===== config.mk =====
export PLATFORM = sky130hd
export DESIGN_NAME = dma_controller_flat
export DESIGN_NICKNAME = d
export VERILOG_FILES = /design/src/rtl/dma_controller_if.sv /design/src/rtl/dma_controller.sv /design/src/flat_wrapper.sv
export SDC_FILE = /design/constraint.sdc
export NUM_CORES = 1
export LEC_CHECK = 0
export CAP_MARGIN = 40
export CORE_MARGIN = 4
export CORE_UTILIZATION = 54
export CTS_CLUSTER_DIAMETER = 100
export DETAILED_ROUTE_END_ITERATION = 8
export PLACE_DENSITY = 0.89
export RECOVER_POWER = 100
export SETUP_SLACK_MARGIN = 0.5
export SLEW_MARGIN = 20
export SYNTH_ARGS = -nofsm -noshare
export SYNTH_HDL_FRONTEND = slang
export SYNTH_SLANG_ARGS = --single-unit
export TNS_END_PERCENT = 50

===== constraint.sdc =====
create_clock -name Clk -period 9.4 [get_ports Clk]
set_clock_uncertainty 0.1 [all_clocks]
set_input_delay 1.88 -clock Clk [delete_from_list [all_inputs] [get_ports Clk]]
set_output_delay 1.88 -clock Clk [all_outputs]
set_load 0.01 [all_outputs]

===== src/rtl/dma_controller_if.sv =====
// Bus bundle between the DMA engine and its CPU / device / memory-port-2 neighbours.
// master = DMA engine side, slave = CPU, device and memory side.
interface dma_controller_if #(
    parameter int WORD_SIZE  = 16,
    parameter int BLOCK_SIZE = 64
);
    // CPU command
    logic                  cmd_valid;
    logic [WORD_SIZE-1:0]  cmd_address;
    logic [WORD_SIZE-1:0]  cmd_length;
    // bus arbitration and completion
    logic                  BG;
    logic                  BR;
    logic                  dma_end_interrupt;
    logic                  dma_busy;
    // device block fetch
    logic [WORD_SIZE-1:0]  dev_index;
    logic [BLOCK_SIZE-1:0] dev_data;
    // memory port-2 write path
    logic                  M2busy;
    logic                  dma_writeM2;
    logic [WORD_SIZE-1:0]  dma_address2;
    logic [BLOCK_SIZE-1:0] dma_data2;

    modport master (
        input  cmd_valid, cmd_address, cmd_length, BG, dev_data, M2busy,
        output BR, dev_index, dma_writeM2, dma_address2, dma_data2,
               dma_end_interrupt, dma_busy
    );

    modport slave (
        output cmd_valid, cmd_address, cmd_length, BG, dev_data, M2busy,
        input  BR, dev_index, dma_writeM2, dma_address2, dma_data2,
               dma_end_interrupt, dma_busy
    );
endinterface


===== src/rtl/dma_controller.sv =====
// Bus-master DMA engine: requests the bus with BR, waits for BG, then copies
// device blocks into data memory through the port-2 write path, one block per
// write, and signals completion with a one-cycle dma_end_interrupt.
// Every output is a register; the FSM computes the next output values from the
// next state so that outputs line up with the state they belong to.
module dma_controller #(
    parameter int WORD_SIZE   = 16,
    parameter int BLOCK_WORDS = 4,    // power of two, >= 2
    parameter int BLOCK_SIZE  = WORD_SIZE * BLOCK_WORDS
) (
    input  logic               Clk,
    input  logic               Reset_N,
    dma_controller_if.master   bus
);
    localparam int LOG2_BW = $clog2(BLOCK_WORDS);

    typedef enum logic [2:0] {
        S_IDLE,
        S_REQ,
        S_WRITE,
        S_WAIT,
        S_DONE
    } state_t;

    state_t                state_q, state_d;
    logic [WORD_SIZE-1:0]  base_q, base_d;
    logic [WORD_SIZE-1:0]  blocks_q, blocks_d;
    logic [WORD_SIZE-1:0]  idx_q, idx_d;
    logic [WORD_SIZE-1:0]  dev_idx_q, dev_idx_d;
    logic [WORD_SIZE-1:0]  addr_q, addr_d;
    logic [BLOCK_SIZE-1:0] data_q, data_d;
    logic                  br_q, br_d;
    logic                  wr_q, wr_d;
    logic                  int_q, int_d;
    logic                  busy_q, busy_d;

    // ceil(cmd_length / BLOCK_WORDS): a partial tail still costs a full block
    logic [WORD_SIZE-1:0]  cmd_blocks;
    logic [WORD_SIZE-1:0]  idx_inc;

    assign cmd_blocks = (bus.cmd_length >> LOG2_BW)
                      + WORD_SIZE'(|bus.cmd_length[LOG2_BW-1:0]);
    assign idx_inc    = idx_q + 1'b1;

    // Next state, transfer bookkeeping and next values of the registered outputs
    always_comb begin
        state_d   = state_q;
        base_d    = base_q;
        blocks_d  = blocks_q;
        idx_d     = idx_q;
        dev_idx_d = dev_idx_q;
        addr_d    = addr_q;
        data_d    = data_q;

        case (state_q)
            S_IDLE: begin
                if (bus.cmd_valid) begin
                    base_d    = bus.cmd_address;
                    blocks_d  = cmd_blocks;
                    idx_d     = '0;
                    dev_idx_d = '0;
                    state_d   = (cmd_blocks == '0) ? S_DONE : S_REQ;
                end
            end
            S_REQ: begin
                // dev_index already points at idx, so dev_data is the block to write
                if (bus.BG) begin
                    addr_d  = base_q + (idx_q << LOG2_BW);
                    data_d  = bus.dev_data;
                    state_d = S_WRITE;
                end
            end
            S_WRITE: begin
                // Point the device at the next block while memory is busy, so its
                // data is ready on the completion edge. Stay put after the last one.
                if (idx_inc != blocks_q)
                    dev_idx_d = idx_inc;
                state_d = S_WAIT;
            end
            S_WAIT: begin
                if (!bus.M2busy) begin
                    idx_d = idx_inc;
                    if (idx_inc == blocks_q) begin
                        state_d = S_DONE;
                    end else if (bus.BG) begin
                        addr_d  = base_q + (idx_inc << LOG2_BW);
                        data_d  = bus.dev_data;
                        state_d = S_WRITE;
                    end else begin
                        state_d = S_REQ;
                    end
                end
            end
            S_DONE: begin
                state_d = S_IDLE;
            end
            default: begin
                state_d = S_IDLE;
            end
        endcase

        br_d   = (state_d == S_REQ) || (state_d == S_WRITE) || (state_d == S_WAIT);
        wr_d   = (state_d == S_WRITE);
        // pulse lands the cycle after DONE, when BR is already low
        int_d  = (state_q == S_DONE);
        busy_d = (state_d != S_IDLE);
    end

    // State and output registers, synchronous active-low reset from any state
    always_ff @(posedge Clk) begin
        if (!Reset_N) begin
            state_q   <= S_IDLE;
            base_q    <= '0;
            blocks_q  <= '0;
            idx_q     <= '0;
            dev_idx_q <= '0;
            addr_q    <= '0;
            data_q    <= '0;
            br_q      <= 1'b0;
            wr_q      <= 1'b0;
            int_q     <= 1'b0;
            busy_q    <= 1'b0;
        end else begin
            state_q   <= state_d;
            base_q    <= base_d;
            blocks_q  <= blocks_d;
            idx_q     <= idx_d;
            dev_idx_q <= dev_idx_d;
            addr_q    <= addr_d;
            data_q    <= data_d;
            br_q      <= br_d;
            wr_q      <= wr_d;
            int_q     <= int_d;
            busy_q    <= busy_d;
        end
    end

    assign bus.BR                = br_q;
    assign bus.dev_index         = dev_idx_q;
    assign bus.dma_writeM2       = wr_q;
    assign bus.dma_address2      = addr_q;
    assign bus.dma_data2         = data_q;
    assign bus.dma_end_interrupt = int_q;
    assign bus.dma_busy          = busy_q;
endmodule


===== src/flat_wrapper.sv =====
// flat-port wrapper written by rule: the top's interface ports become plain ports
module dma_controller_flat 
#(
    parameter int WORD_SIZE   = 16,
    parameter int BLOCK_WORDS = 4,                         
    parameter int BLOCK_SIZE  = WORD_SIZE * BLOCK_WORDS
)
  (Clk, Reset_N, bus_cmd_valid, bus_cmd_address, bus_cmd_length, bus_BG, bus_dev_data, bus_M2busy, bus_BR, bus_dev_index, bus_dma_writeM2, bus_dma_address2, bus_dma_data2, bus_dma_end_interrupt, bus_dma_busy);
  dma_controller_if #(.WORD_SIZE(WORD_SIZE), .BLOCK_SIZE(BLOCK_SIZE)) bus_i ();
  input  logic Clk;
  input  logic Reset_N;
  input wire logic [$bits(bus_i.cmd_valid)-1:0] bus_cmd_valid;
  input wire logic [$bits(bus_i.cmd_address)-1:0] bus_cmd_address;
  input wire logic [$bits(bus_i.cmd_length)-1:0] bus_cmd_length;
  input wire logic [$bits(bus_i.BG)-1:0] bus_BG;
  input wire logic [$bits(bus_i.dev_data)-1:0] bus_dev_data;
  input wire logic [$bits(bus_i.M2busy)-1:0] bus_M2busy;
  output wire logic [$bits(bus_i.BR)-1:0] bus_BR;
  output wire logic [$bits(bus_i.dev_index)-1:0] bus_dev_index;
  output wire logic [$bits(bus_i.dma_writeM2)-1:0] bus_dma_writeM2;
  output wire logic [$bits(bus_i.dma_address2)-1:0] bus_dma_address2;
  output wire logic [$bits(bus_i.dma_data2)-1:0] bus_dma_data2;
  output wire logic [$bits(bus_i.dma_end_interrupt)-1:0] bus_dma_end_interrupt;
  output wire logic [$bits(bus_i.dma_busy)-1:0] bus_dma_busy;
  assign bus_i.cmd_valid = bus_cmd_valid;
  assign bus_i.cmd_address = bus_cmd_address;
  assign bus_i.cmd_length = bus_cmd_length;
  assign bus_i.BG = bus_BG;
  assign bus_i.dev_data = bus_dev_data;
  assign bus_i.M2busy = bus_M2busy;
  assign bus_BR = bus_i.BR;
  assign bus_dev_index = bus_i.dev_index;
  assign bus_dma_writeM2 = bus_i.dma_writeM2;
  assign bus_dma_address2 = bus_i.dma_address2;
  assign bus_dma_data2 = bus_i.dma_data2;
  assign bus_dma_end_interrupt = bus_i.dma_end_interrupt;
  assign bus_dma_busy = bus_i.dma_busy;
  dma_controller #(.WORD_SIZE(WORD_SIZE), .BLOCK_WORDS(BLOCK_WORDS), .BLOCK_SIZE(BLOCK_SIZE)) u_core (.Clk(Clk), .Reset_N(Reset_N), .bus(bus_i));
endmodule

# Word-level counts from Yosys, hierarchy flattened
# Index checks and enable logic that the tools add are counted.
[totals]
reg_bits = 151
latch_bits = 0
ram_bits = 0
romBits = 0
memories = 0
[classes]
addsub = 4
multipliers = 0
div = 0
magnitude_cmp = 0
eq_ne = 15
n_shift = 0
muxes = 21
n_bitwise = 0
reduce_logical = 14
[ops]
columns = ["operator", "n"]
rows = [
  ["$mux W64", 3],
  ["$pmux W64 S2", 1],
  ["$mux W16", 7],
  ["$pmux W16 S2", 3],
  ["$add A16 B16 Y16", 2],
  ["$add A16 B1 Y16 const B", 1],
  ["$eq A16 B16 Y1", 1],
  ["$logic_not A16 Y1", 1],
  ["$ne A16 B16 Y1", 1],
  ["$add A14 B1 Y15", 1],
  ["$mux W3", 5],
  ["$eq A3 B2 Y1 const B", 4],
  ["$pmux W3 S4", 1],
  ["$ne A2 B2 Y1 const B", 5],
  ["$reduce_and A3 Y1", 3],
  ["$eq A3 B1 Y1 const B", 2],
  ["$reduce_bool A2 Y1", 3],
  ["$reduce_and A5 Y1", 1],
  ["$eq A3 B3 Y1 const B", 1],
  ["$logic_not A3 Y1", 1],
  ["$reduce_bool A3 Y1", 1],
  ["$logic_or A1 B1 Y1", 2],
  ["$mux W2", 1],
  ["$ne A2 B1 Y1 const B", 1],
  ["other kinds (2)", 2],
]

# Logic depth before layout (Yosys ltp)
# Gate-level depths: netlist (run 1).
[logic_depth]
word_depth = 9
depth_mapped = 18

# Least setup slack after synthesis (run 1)
# No wires, ideal clock.
[synth_timing]
path_type = "reg2reg"
startpoint = "register u_core.state_q[0]"
endpoint = "register u_core.addr_q[14], in the netlist u_core.bus.dma_address2[14]"
arrival_ps = 3644
slack_ps = 5523
stages_incl_launch_ff = 19
path_buffers = 3
period_less_slack_ps = 3877
path_cell_list = "dfxtp_1 -> clkbuf_1 -> inv_1 -> or3_1 -> clkbuf_1 -> inv_1 -> clkbuf_1 -> ha_1 -> inv_1 -> ha_1 -> fa_1 -> a21o_1 -> a311oi_1 -> o311ai_0 -> a21o_1 -> a21o_1 -> xor2_1 -> o211ai_1 -> a21oi_1"
[synth_via]
elab_chain_cells = 3
word_cells_on_any_way = 9
[synth_lines]
columns = ["item", "line", "text"]
rows = [
  ["from (decl)", "dma_controller.sv:25", "state_t state_q, state_d;"],
  ["from (signal assigned)", "dma_controller.sv:124", "state_q <= state_d;"],
  ["$eq A3 B2 Y1 / $eq A3 B1 Y1 (equally long branches)", "dma_controller.sv:55", "case (state_q)"],
  ["$ne A2 B2 Y1 (no source line) / $reduce_bool A2 Y1 (equally long branches)", "-", ""],
  ["$reduce_and A5 Y1 (no source line)", "-", ""],
  ["to (signal assigned)", "dma_controller.sv:129", "addr_q <= addr_d;"],
  ["to (decl)", "dma_controller.sv:30", "logic [WORD_SIZE-1:0] addr_q, addr_d;"],
]
# Parallel ways exist; a longest one is shown, timed or not.
# A chain may end at the register's enable or synchronous reset.

# Worst setup path after layout (run 1)
[layout_timing]
startpoint = "input Reset_N"
endpoint = "register u_core.data_q[33], in the netlist u_core.bus.dma_data2[33]"
[layout_lines]
columns = ["item", "line", "text"]
rows = [
  ["from (decl)", "flat_wrapper.sv:11", "input logic Reset_N;"],
  ["to (signal assigned)", "dma_controller.sv:130", "data_q <= data_d;"],
  ["to (decl)", "dma_controller.sv:31", "logic [BLOCK_SIZE-1:0] data_q, data_d;"],
]
# No word-level cell between the ends.

==> results.cfg, run 1 <==
[synth]
synthesis.nets = 1121
async_reset_ff_frac = 0
syn_area_mm2 = 0.00817
synth_top_area_frac = 0.367
synth_cell_type_count = 66
ys_ff_latch = 150
synth_warnings = 0
ys_top_cells_by_area = dfxtp_1 37%, a21oi_1 8.1%, nand3_1 6.1%
yosysSeqAreaShare = 0.367
yosysMostFrequentCell = dfxtp_1
synthFlopType = dfxtp_1
synth_area_leader_cell = dfxtp_1
synth_edf_count = 0
syn_area_per_cell_um2 = 8.16
syn_inst = 1002
synth_commonest_cells = 150 x dfxtp_1, 132 x a21oi_1, 110 x nand2_1, 100 x nand3_1, 62 x clkbuf_1

[timing]
final-setup-viol-count = 0
finalCritPeriodShare = 0.583
post-route-min-period_ns = 5.48
fin_setup_tns_ns = 0
drv_slew = 40
tightest_slew_ns = 1.82
clock.fmax_mhz = 182
slew_headroom = -0.215
finalHoldViolations = 0
rsz0062_at_grt = false
hold_slack_ns = 0.348

[floorplan]
die_x_um = 131
rows = 44
dieArea_mm2 = 0.0172
core_mm2 = 0.0147
die_height_um = 131
pin_count = 201
initial_core_util = 0.556

[critical_path]
start_kind = input port
crit_path_top_delay_cell = clkinvlp_2
reg2reg_from = u_core.state_q[0]$_SDFF_PN0_
critPathTopFamily = buffers and inverters
cp_max_fo = 55
cpPeakStageDelay_ns = 1.17
startpoint = Reset_N
cp.arrival_ns = 5.74
rr_worst_depth = 14
path_cells = dlygate4sd3_1 > clkinvlp_2 > clkbuf_1 > buf_12 > a21oi_1
end_kind = flop
crit_required_ns = 9.66
r2r-end = u_core.bus.dma_address2[15]$_SDFFE_PN0P_
rrSetupSlack_ns = 4.89
critPathKind = input port to flop
critPathBufInv = 4

[clock_tree]
clk_latency_ns = 0.43
numClockSinks = 150
clockRootBuffer = clkbuf_16
path_clk_slew_ns = 0.07
hold_buffers = 0
cts_tree = yes
numCtsBuffers = 17
clockBufferDepth = 2
cts.htree.levels = 4
post_cts_buffers = 0
cts_resized = 0

[power_and_ir_drop]
p_total_w = 0.00169
p_per_area_mw_per_mm2 = 157
power_leakage_nw = 4.11
irDropWorstVdd_uv = 153

[final_layout]
fill_cells = 1058
antenna_cells = 0
area_delta_synth_final_pct = 31.7
drive_above_1_share = 0.0703
finalNetCount = 1258

[global_route]
grt_overflow_total = 0
antenna_found_initial = 0
grt_first_pass_wirelength_um = 37900
grt_max_degree = 84
track_usage = 0.276
grt_pass1_vias = 7325

[drt]
antenna_left = 0
post-route-drc-count = 0
vias = 8217
avgRoutedWirePerCell_um = 18.6
avgViaCountPerCell = 6.15
drt-total-wl_um = 24800
drt_iter0_markers = 984
detail_route.first_pass.iterations = 7

[placement]
post-dp-hpwl_um = 17100
gp_congestion = 0.954
port_buffers = 200

[hold_path]
hold_depth = 2
hp-class = flop to flop
whs_endpoint = u_core.bus.dev_index[15]$_SDFFE_PN0P_
hold_start = u_core.bus.dev_index[15]$_SDFFE_PN0P_

[flow_run]
drv_cap = 1

[outcome]
status = finished with violations
violations = max-capacitance violations, max-slew violations
## worst max-delay path by stage
stage / end / slack [ns] / cells past startpoint
finish: u_core.bus.dma_data2[33]$_SDFFE_PN0P_ / 3.92 / 5
detailed placement: u_core.bus.BR$_SDFF_PN0_ / 4.53 / 11
floorplan: u_core.bus.dma_address2[14]$_SDFFE_PN0P_ / 5.52 / 18
global placement: u_core.bus.dma_address2[5]$_SDFFE_PN0P_ / 4.41 / 8
CTS: u_core.bus.dma_address2[15]$_SDFFE_PN0P_ / 4.98 / 14
global route: u_core.bus.dma_data2[56]$_SDFFE_PN0P_ / 3.59 / 5
## power breakdown
| group | switching (W) | internal (W) | total (W) |
|---|---|---|---|
| clock | 0.000297 | 0.000433 | 0.000729 |
| combinational | 0.000148 | 0.000121 | 0.000270 |
| sequential | 0.0000221 | 0.000664 | 0.000686 |
| total | 0.000467 | 0.00122 | 0.00169 |
## metrics by stage
step | cell area (um2) | cells | utilization | worst slack, ns
detailed placement | 10100 | 1303 | 0.690 | 4.53
finish | 10800 | 1336 | 0.732 | 3.92
global route | 10800 | 1336 | 0.732 | 3.59
floorplan | 8170 | 1002 | - | 5.52
global placement | 10000 | 1299 | 0.684 | 4.41
CTS | 10800 | 1335 | 0.733 | 4.98
## metal layers
metal  vias up  GRT usage  wire (um)
met5         -          0          0
li1       3885          -          -
met3        82     0.0569       1900
met1      3859      0.369      10300
met2       391      0.430      11700
met4         0      0.125        971
## state kept, by name, indices dropped and copies added, names as in the netlist
name and cells:
u_core.bus.dma_data2 64, u_core.bus.dev_index 16, u_core.idx_q 16, u_core.base_q 16, u_core.state_q 3, u_core.bus.dma_writeM2 1
u_core.bus.dma_busy 1, u_core.bus.dma_end_interrupt 1, u_core.bus.BR 1, u_core.blocks_q 15, u_core.bus.dma_address2 16
## worst reg2reg max path: cells and delay by family (launching register included)
family                     cells  cell delay (ns)
adders and majority gates      1             0.31
buffers and inverters          2             0.54
AOI/OAI and AO/OA              7             1.78
and+or+nand+nor                2             0.78
xor gates and xnor gates       2             0.38
DFF                            1             0.54
## logic make-up after synthesis
family / after synthesis / share of synthesized area
buffers and inverters: 110 / 0.0632
AOI/OAI and AO/OA: 287 / 0.231
xor gates and xnor gates: 70 / 0.0769
and+or+nand+nor: 349 / 0.210
DFF: 150 / 0.367
muxes: 18 / 0.0227
adders and majority gates: 18 / 0.0285
## placed cells by master, fill, tap and decap left out, types with 9 or more instances in the layout
| cell type | count |
|---|---|
| nand3_1 | 100 |
| clkbuf_16 | 17 |
| a211oi_1 | 13 |
| ha_1 | 17 |
| a21oi_1 | 132 |
| xor2_1 | 21 |
| dlygate4sd3_1 | 103 |
| o211ai_1 | 59 |
| inv_1 | 11 |
| clkdlybuf4s50_1 | 97 |
| mux2i_1 | 17 |
| dfxtp_1 | 150 |
| nand2_1 | 109 |
| or3_1 | 9 |
| o21ai_0 | 21 |
| nor2_1 | 55 |
| xnor2_1 | 48 |
| o211ai_2 | 20 |
| nor3_1 | 24 |
## layout make-up
type | count | area, um2 | share of cell area
well taps | 184 | 230 | 0.0214
flip-flops and latches | 150 | 3000 | 0.279
multi-input cells | 742 | 4670 | 0.433
inverters | 13 | 50.0 | 0.00465
clock inverters | 14 | 186 | 0.0173
repair buffers | 215 | 2190 | 0.204
clock buffers | 18 | 439 | 0.0408
No activity file was read; power rests on OpenSTA's default activity.
==> inputs of run 2 (changes only) <==
--- a/config.mk
+++ b/config.mk
@@ -7,10 +7,10 @@
 export LEC_CHECK = 0
 export CAP_MARGIN = 40
 export CORE_MARGIN = 4
-export CORE_UTILIZATION = 54
+export CORE_UTILIZATION = 45
 export CTS_CLUSTER_DIAMETER = 100
 export DETAILED_ROUTE_END_ITERATION = 8
-export PLACE_DENSITY = 0.89
+export PLACE_DENSITY = 0.8
 export RECOVER_POWER = 100
 export SETUP_SLACK_MARGIN = 0.5
 export SLEW_MARGIN = 20
==> constraint.sdc (replaced) <==
create_clock -name Clk -period 4.9 [get_ports Clk]
set_clock_uncertainty 0.1 [all_clocks]
set_input_delay 0.98 -clock Clk [delete_from_list [all_inputs] [get_ports Clk]]
set_output_delay 0.98 -clock Clk [all_outputs]
set_load 0.01 [all_outputs]
==> run 2 against run 1 <==
The flow still finishes with violations (max-capacitance violations, max-slew violations). Combinational power increased by 89%. Register-to-register slack got worse by 4.2 ns. Worst setup slack lost 3.3 ns. Via count down 1.8%. Highest routed layer unchanged.
==> results.cfg, run 2 (synthesized netlist as in run 1, its figures left out) <==
[critical_path]
cp_max_fo = 50
critPathKind = input port to flop
crit_required_ns = 5.04
end_kind = flop
rr_worst_depth = 10
start_kind = input port
startpoint = Reset_N
cp.arrival_ns = 4.40
reg2reg_from = u_core.idx_q[0]$_SDFFE_PN0P_

[placement]
gp_congestion = 0.943
placed_cells = 1356
port_buffers = 200
post-dp-hpwl_um = 17800

[clock_tree]
clockBufferDepth = 2
clockRootBuffer = clkbuf_16
numClockSinks = 150
path_clk_slew_ns = 0.06
cts.htree.levels = 4
hold_buffers = 0
clk_latency_ns = 0.43
numCtsBuffers = 17
cts_tree = yes

[floorplan]
rows = 49
die_x_um = 143
dieArea_mm2 = 0.0204
die_height_um = 143
pin_count = 201
initial_core_util = 0.457
core_mm2 = 0.0179

[hold_path]
hold_depth = 2
hold_start = u_core.bus.dev_index[15]$_SDFFE_PN0P_
hp-class = flop to flop

[global_route]
track_usage = 0.235
grt_first_pass_wirelength_um = 38900
grt_overflow_total = 0
grt_pass1_vias = 7533
antenna_found_initial = 0
grt_max_degree = 51

[final_layout]
mostFrequentLayoutCells = 150 x dfxtp_1, 132 x a21oi_1, 109 x nand2_1, 103 x dlygate4sd3_1, 100 x nand3_1
antenna_cells = 0
fill_cells = 1603
drive_above_1_share = 0.0751
finalNonFillerCells = 1388
area_delta_synth_final_pct = 32.5
largest_reg_flops = 64
final_common_cell = dfxtp_1
finalNetCount = 1265

[timing]
slew_headroom = -0.0610
fin_setup_tns_ns = 0
tightest_slew_ns = 1.59
drv_slew = 51
finalHoldViolations = 0
post-route-min-period_ns = 4.25
rsz0062_at_grt = false
final-setup-viol-count = 0
clock.fmax_mhz = 235
finalCritPeriodShare = 0.868

[drt]
avgViaCountPerCell = 5.82
vias = 8073
post-route-drc-count = 0
antenna_left = 0
avgRoutedWirePerCell_um = 18.0
drt_iter0_markers = 757
detail_route.first_pass.iterations = 5
drt-total-wl_um = 25000

[flow_run]
drv_cap = 1

[power_and_ir_drop]
pwr-share-seq = 0.404
p_clk_frac = 0.440
p_per_area_mw_per_mm2 = 301
p_sw_frac = 0.273
p_int_w = 0.00237
combPwrFrac = 0.156
irDropWorstVdd_uv = 249
power_leakage_nw = 4.13
p_sw_w = 0.000889

[outcome]
status = finished with violations
violations = max-capacitance violations, max-slew violations
[run 2: cell types whose count changed in the layout (fill, tap and decap cells not counted), moves of 2 or more]
cell | before | now
inv_6 | 7 | 3
buf_4 | 8 | 15
inv_8 | 1 | 3
clkinv_2 | 0 | 2
buf_16 | 3 | 0
[run 2: power groups by stage]
stage | clock network [W] | logic (W) | registers, W
2_1_floorplan | 0 | 0.000286 | 0.00134
5_1_grt | 0.00149 | 0.000555 | 0.00132
3_5_place_dp | 0 | 0.000520 | 0.00134
3_3_place_gp | 0 | 0.000509 | 0.00134
4_1_cts | 0.00145 | 0.000524 | 0.00132
6_report | 0.00143 | 0.000509 | 0.00132
[run 2: path summary, 6_finish.rpt]
kind | to | slack, ns
min reg2reg | u_core.bus.dev_index[15]$_SDFFE_PN0P_ | 0.35
max reg2reg | u_core.bus.dev_index[0]$_SDFFE_PN0P_ | 0.69
min | u_core.bus.dev_index[15]$_SDFFE_PN0P_ | 0.35
max | u_core.blocks_q[3]$_SDFFE_PN0P_ | 0.65
[run 2: worst max-delay path, stage by stage]
cell and delay [ns]:
dlygate4sd3_1 0.53, clkbuf_1 0.38, inv_1 1.28, clkbuf_1 1.09
a211oi_1 0.09
[run 2: layer usage]
metal / routed length (um) / part of all wire / GRT usage
met1: 10600 / 0.42 / 0.310
met2: 11800 / 0.47 / 0.381
met3: 1820 / 0.073 / 0.0378
met4: 803 / 0.032 / 0.0990
met5: 0 / 0 / 0
[run 2: metrics by stage]
step	area [um2]	hold WS, ns	total power [W]	util	worst slack (ns)
2_1_floorplan	8170	0.337	0.00163	-	1.02
3_3_place_gp	10200	0.342	0.00185	0.569	0.606
5_1_grt	10800	0.366	0.00337	0.605	0.354
4_1_cts	10900	0.352	0.00329	0.607	0.518
6_report	10800	0.349	0.00326	0.605	0.645
3_5_place_dp	10200	0.342	0.00186	0.572	0.580
[run 2: what timing repair did]
item | 4_1_cts | 5_1_grt
gates resized for setup | 0 | 3
endpoints found under the setup margin | 0 | 4
setup buffers | 0 | 0
[run 2: final cells by class]
class	count	area, um2	share of cell area
Tap cell	229	287	0.0265
Inverter	13	52.6	0.00485
Sequential cell	150	3000	0.277
Multi-Input combinational cell	742	4660	0.430
Timing Repair Buffer	222	2190	0.202
Clock inverter	15	215	0.0199
Clock buffer	17	425	0.0393
==> inputs of run 3 (changes only) <==
--- a/config.mk
+++ b/config.mk
@@ -10,6 +10,7 @@
 export CORE_UTILIZATION = 45
 export CTS_CLUSTER_DIAMETER = 100
 export DETAILED_ROUTE_END_ITERATION = 8
+export GPL_ROUTABILITY_DRIVEN = 1
 export PLACE_DENSITY = 0.8
 export RECOVER_POWER = 100
 export SETUP_SLACK_MARGIN = 0.5
==> results of run 3 <==
Same layout as run 2: the final DEF is identical, and so are final timing and power.
